$ cat src/rtl/simm_pkg.sv
// Shared types and constants for the SIMM controller front end and its
// companion decoders.
package simm_pkg;

  typedef enum logic [1:0] {
    IDLE = 2'b00,
    REQ  = 2'b01,
    WAIT = 2'b10,
    ACK  = 2'b11
  } state_t;

  localparam logic [1:0] DSACK_32   = 2'b00;
  localparam logic [1:0] DSACK_NONE = 2'b11;

  // 68030 SIZ1:SIZ0 encodings
  typedef enum logic [1:0] {
    SIZ_LONG   = 2'b00,
    SIZ_BYTE   = 2'b01,
    SIZ_WORD   = 2'b10,
    SIZ_TRIPLE = 2'b11
  } siz_t;

endpackage

$ cat src/rtl/simm_lane_decode.sv
// 68030 dynamic bus sizing: SIZ1:SIZ0 and A1:A0 to the four byte-lane
// selects of a 32-bit port ([3] = D31:24, [0] = D7:0).
module simm_lane_decode
  import simm_pkg::*;
(
  input  logic [1:0] siz,
  input  logic [1:0] a,
  output logic [3:0] byte_selects
);

  logic s1, s0, a1, a0;

  assign s1 = siz[1];
  assign s0 = siz[0];
  assign a1 = a[1];
  assign a0 = a[0];

  assign byte_selects[3] = !a1 && !a0;
  assign byte_selects[2] = !a1 && (a0 || !s0 || s1);
  assign byte_selects[1] = (a1 && !a0) || (!a1 && !s0 && !s1) ||
                           (!a1 && s0 && s1) || (!a1 && a0 && !s0);
  assign byte_selects[0] = (a1 && a0) || (a0 && s0 && s1) ||
                           (!s0 && !s1) || (a1 && s1);

endmodule

$ cat src/rtl/simm_bus_interface.sv
// CPU-side front end of the SIMM controller: qualifies window hits, holds a
// frozen request until the controller completes, and terminates the 68030
// cycle with DSACK (32-bit port) or BERR on timeout.
module simm_bus_interface
  import simm_pkg::*;
#(
  parameter int         DECODE_HI      = 31,
  parameter int         DECODE_LO      = 28,
  parameter logic [DECODE_HI-DECODE_LO:0] BASE_PREFIX = 4'h1,
  parameter int         BANK_BIT       = 26,
  parameter logic [7:0] TIMEOUT_CYCLES = 8'd255
) (
  input  logic        clock,
  input  logic        reset,
  input  logic [31:0] addr,
  input  logic [1:0]  siz,
  input  logic        rw,
  input  logic        as_n,
  input  logic        ds_n,
  input  logic        waitstate,
  output logic        cs,
  output logic        read,
  output logic        write,
  output logic        bank_addr,
  output logic [3:0]  byte_selects,
  output logic [1:0]  dsack_n,
  output logic        berr_n
);

  state_t     state, next_state;
  logic [7:0] count, count_d;
  logic       abort, abort_d;
  logic       cs_d, read_d, write_d, bank_d, berr_d;
  logic [3:0] sel_d, lanes;
  logic [1:0] dsack_d;
  logic       hit, start, aborted, timeout, done;

  // Only the window field, bank bit and A1:A0 matter; fold the rest away.
  logic addr_unused;
  assign addr_unused = ^addr;

  assign hit     = !as_n && (addr[DECODE_HI:DECODE_LO] == BASE_PREFIX);
  // Writes wait for DS so the controller never sees a write before its data.
  assign start   = hit && (rw || !ds_n);
  assign aborted = abort || as_n;
  assign timeout = (count == TIMEOUT_CYCLES);
  assign done    = !waitstate || timeout;

  simm_lane_decode u_lane_decode (
    .siz          (siz),
    .a            (addr[1:0]),
    .byte_selects (lanes)
  );

  always_ff @(posedge clock or posedge reset) begin
    if (reset) begin
      state        <= IDLE;
      count        <= '0;
      abort        <= 1'b0;
      cs           <= 1'b0;
      read         <= 1'b0;
      write        <= 1'b0;
      bank_addr    <= 1'b0;
      byte_selects <= '0;
      dsack_n      <= DSACK_NONE;
      berr_n       <= 1'b1;
    end else begin
      // NOTE: non-blocking so every register samples pre-edge values.
      state        <= next_state;
      count        <= count_d;
      abort        <= abort_d;
      cs           <= cs_d;
      read         <= read_d;
      write        <= write_d;
      bank_addr    <= bank_d;
      byte_selects <= sel_d;
      dsack_n      <= dsack_d;
      berr_n       <= berr_d;
    end
  end

  always_comb begin
    // NOTE: default first so no path leaves next_state unassigned (no latch).
    next_state = state;
    unique case (state)
      IDLE:    if (start) next_state = REQ;
      REQ:     next_state = WAIT;
      WAIT:    if (done) next_state = aborted ? IDLE : ACK;
      ACK:     if (as_n) next_state = IDLE;
      default: next_state = IDLE;
    endcase
  end

  always_comb begin
    cs_d    = cs;
    read_d  = read;
    write_d = write;
    bank_d  = bank_addr;
    sel_d   = byte_selects;
    dsack_d = dsack_n;
    berr_d  = berr_n;
    count_d = count;
    abort_d = abort;
    unique case (state)
      IDLE: if (start) begin
        cs_d    = 1'b1;
        read_d  = rw;
        write_d = !rw;
        bank_d  = addr[BANK_BIT];
        sel_d   = lanes;
        count_d = '0;
        abort_d = 1'b0;
      end
      REQ: abort_d = aborted;
      WAIT: begin
        abort_d = aborted;
        if (done) begin
          cs_d    = 1'b0;
          read_d  = 1'b0;
          write_d = 1'b0;
          sel_d   = '0;
          // An abandoned CPU cycle gets no termination; completion beats timeout.
          if (!aborted) begin
            if (!waitstate) dsack_d = DSACK_32;
            else            berr_d  = 1'b0;
          end
        end else begin
          count_d = count + 8'd1;
        end
      end
      ACK: if (as_n) begin
        dsack_d = DSACK_NONE;
        berr_d  = 1'b1;
      end
      default: ;
    endcase
  end

endmodule

$ cat config.mk
export PLATFORM = sky130hd
export DESIGN_NAME = simm_bus_interface
export DESIGN_NICKNAME = d
export VERILOG_FILES = /design/src/rtl/simm_pkg.sv /design/src/rtl/simm_lane_decode.sv /design/src/rtl/simm_bus_interface.sv
export SDC_FILE = /design/constraint.sdc
export NUM_CORES = 1
export LEC_CHECK = 0
export BUFFER_PORTS_ARGS = -buffer_cell sky130_fd_sc_hd__buf_2
export CAP_MARGIN = 20
export CORE_MARGIN = 5
export CORE_UTILIZATION = 48
export DETAILED_ROUTE_END_ITERATION = 7
export PLACE_DENSITY = 0.79
export SYNTH_ARGS = -nofsm -noshare
export SYNTH_HDL_FRONTEND = slang
export SYNTH_SLANG_ARGS = --single-unit
$ cat constraint.sdc
create_clock -name clock -period 2.3 [get_ports clock]
set_input_delay 0.23 -clock clock [delete_from_list [all_inputs] [get_ports clock]]
set_output_delay 0.23 -clock clock [all_outputs]
set_load 0.1 [all_outputs]
==> results.sh <==
export IMPL_synth_common_cells="dfrtp_1, nand2_1, o21ai_0"
export IMPL_place_gp_congestion=0.8408
export IMPL_grt_pass1_vias=1223
export IMPL_antenna_found_initial=0
export IMPL_maxSlewHeadroom_pct=47.37
export IMPL_worstMarginPinSlew_ns=0.7886
export IMPL_post_route_period_util_pct=89.26
export IMPL_routed_wl_mm=3.142
export IMPL_synth_top_area_cell="dfrtp_1"
export IMPL_yosysWarnings=0
export IMPL_synth_edf_count=0
export IMPL_ys_types=45
export IMPL_hold_class="in2async"
export IMPL_postSynthAreaPerCell_um2=9.421
export IMPL_final_hold_viol_count=0
export IMPL_drt_iter0_markers=56
export IMPL_dp_cells=193
export IMPL_slowest_delay_ns=0.45
export IMPL_path_clk_slew_ns=0.13
export IMPL_synth_nets=181
export IMPL_numCtsBuffers=3
export IMPL_cts_tree="yes"
export IMPL_cp_start_kind="register"
export IMPL_critical_path_buf_inv_count=2
export IMPL_crit_type="reg2reg"
export IMPL_ios=51
export IMPL_clockBufferDepth=2
export IMPL_syn_area_mm2=0.001281
export IMPL_skew_ns=0.008782
export IMPL_endpoint_kind="register"
export IMPL_synth_seq_cells=21
export IMPL_leakagePower_nw=0.6859
export IMPL_r2r_worst_path_cells=7
export IMPL_finalMaxSlewViolations=0
export IMPL_row_count=18
export IMPL_crit_path_max_fanout=7
export IMPL_synth_xor_area_share_pct=0
export IMPL_drt_pass1_iterations=4
export IMPL_setup_violations=0
export IMPL_ir_worst_vdd_uv=1319
export IMPL_p_sw_share_pct=56.97
export IMPL_root_buffer="clkbuf_4"
export IMPL_ant_nets=0
export IMPL_hpwl_mm=2.444
export IMPL_seq_area_um2=528.0
export IMPL_synthCells=136
export IMPL_fp_dieW_um=61.67
export IMPL_nets=213
export IMPL_rsz0062_at_grt="false"
export IMPL_dpl_worst_slack_ns=0.2231
export IMPL_clock_latency_ns=0.32
export IMPL_fmax_mhz=487.1
export IMPL_grt_ovfl_total=0
export IMPL_setup_slack_ns=0.2471
export IMPL_cp_arrival_ns=2.27
export IMPL_grt_max_degree=22
export IMPL_ys_async_sr_fraction_pct=100.0
export IMPL_crit_path_top_delay_cell="dfrtp_1"
export IMPL_viasPerCell=6.213
export IMPL_ys_seq_area_share_pct=41.21
export IMPL_synth_ff_type="dfrtp_1"
export IMPL_combPwrFrac_pct=63.8
export IMPL_tns_ns=0
export IMPL_htree_levels=1
export IMPL_drive_above_1_share_pct=26.35
export IMPL_wl_per_cell_um=15.95
export IMPL_p_switching_mw=1.329
export IMPL_cap_violations=0
export IMPL_port_buffers=25
export IMPL_multiInputGateArea_um2=700.7
export IMPL_fin_crit_ns=2.053
export IMPL_yosys_cell_count_top_type="dfrtp_1"
export IMPL_grt_pass1_wl_mm=5.340
export IMPL_yosys_mux_area_fraction_pct=1.660
export IMPL_required_ns=2.52
export IMPL_synthAdderAreaFrac_pct=4.883
export IMPL_pwr_density_cell_mw_per_mm2=1557
export IMPL_synthSimpleGateAreaFrac_pct=23.14
export IMPL_initial_core_util_pct=50.79
export IMPL_drc_errors=0
export IMPL_area_growth_pct=16.89
export IMPL_route_vias_total=1224
export IMPL_postCtsSetupBuffers=0
export IMPL_grt_usage_pct=18.47
export IMPL_synthTopCellsByArea="dfrtp_1, ha_1, o21ai_0, dfstp_2, nand2_1"
export IMPL_internal_power_mw=1.004
export IMPL_crit_cells=7
export IMPL_synth_compound_area_share_pct=25.00
export IMPL_die_area_mm2=0.003803
export IMPL_power_frac_clock_pct=8.1
export IMPL_cts_sinks=21
export IMPL_synth_top_family_by_area="compound AO/OA/AOI/OAI gates"
export IMPL_core_mm2=0.002522
export IMPL_critPathTopFamily="simple AND/OR/NAND/NOR gates"
export IMPL_path_cells="inv_1 -> ha_1 -> buf_4 -> and2b_1 -> o32ai_2 -> nand2b_1 -> o311ai_1"
export IMPL_synth_top_area_share_pct=37.11
export IMPL_fillers=234
export IMPL_fin_cells=197
export IMPL_status="finished clean"
export IMPL_antennaDiodeCount=0
export IMPL_seqPwrFrac_pct=28.1
export IMPL_die_h_um=61.67
[through the flow]
stage               area (um^2)  hold WS, ns  util, %  total power, mW
global route               1498       0.1054    59.38            2.485
detailed placement         1470       0.4193    58.28            2.138
floorplan                  1281       0.2050        -            1.792
finish                     1498      0.03559    59.38            2.332
CTS                        1498      0.06712    59.38            2.326
global placement           1470       0.4122    58.28            2.093
[path summary, 6_finish.rpt]
kind	startpoint	end	slack, ns
min reg2reg	dsack_n[0]	dsack_n[0]	0.50
min in group clock	rw	write	0.10
max reg2reg	state[0]	count[3]	0.25
min	reset	count[1]	0.04
max	state[0]	count[3]	0.25
max in group asynchronous	reset	cs	1.77
[logic make-up after synthesis]
kind of cell,Yosys count
simple gates,52
compound gates,44
flops,21
buf+inv,12
fa+ha+maj,5
mux,2
[sequential cells by signal, summed over array words and instances (netlist names)]
signal        flops
cs                1
state             2
read              1
bank_addr         1
count             8
byte_selects      4
dsack_n           1
write             1
berr_n            1
abort             1
[per-layer routing]
metal	routed length [um]	GRT usage [%]	up-vias
met5	0	0	-
met4	24	4.242	0
met3	207	5.031	6
met2	1474	29.90	41
met1	1436	24.58	594
li1	-	-	583
[power groups by stage]
stage	Combinational, mW	Clock (mW)	Sequential [mW]
floorplan	0.649	0	1.14
detailed placement	1.48	0	0.659
global placement	1.45	0	0.646
global route	1.60	0.209	0.678
finish	1.49	0.190	0.654
CTS	1.48	0.190	0.653
[area by class of cell]
| type | count | area share, % |
|---|---|---|
| inverters | 7 | 1.754 |
| repair buffers | 32 | 11.86 |
| clock inverters | 1 | 0.3342 |
| flip-flops and latches | 21 | 35.25 |
| clock buffers | 3 | 1.504 |
| multi-input cells | 103 | 46.78 |
| well taps | 30 | 2.506 |
[cells in the final DEF, fill, tap and decap left out, drive strengths merged, types with 2 or more instances in the layout]
cell     n
a41oi    4
nand2b   5
o21ai   11
a31oi    3
a211o    2
a21oi    6
nand4    2
o31ai    4
a32o     2
clkbuf   3
nand2   14
dfstp    2
nor4     2
o211ai   2
nor3     4
or3      3
nor2     6
buf     32
nand3    6
ha       5
inv      7
nor4b    2
dfrtp   19
nor3b    2
o311ai   2
[timing repair]
action	4_1_cts	5_1_grt
hold buffers	0	0
setup endpoints to repair	0	1
gates resized for setup	0	1
endpoints found under the hold margin	0	0
No activity file was read; power rests on OpenSTA's default activity.
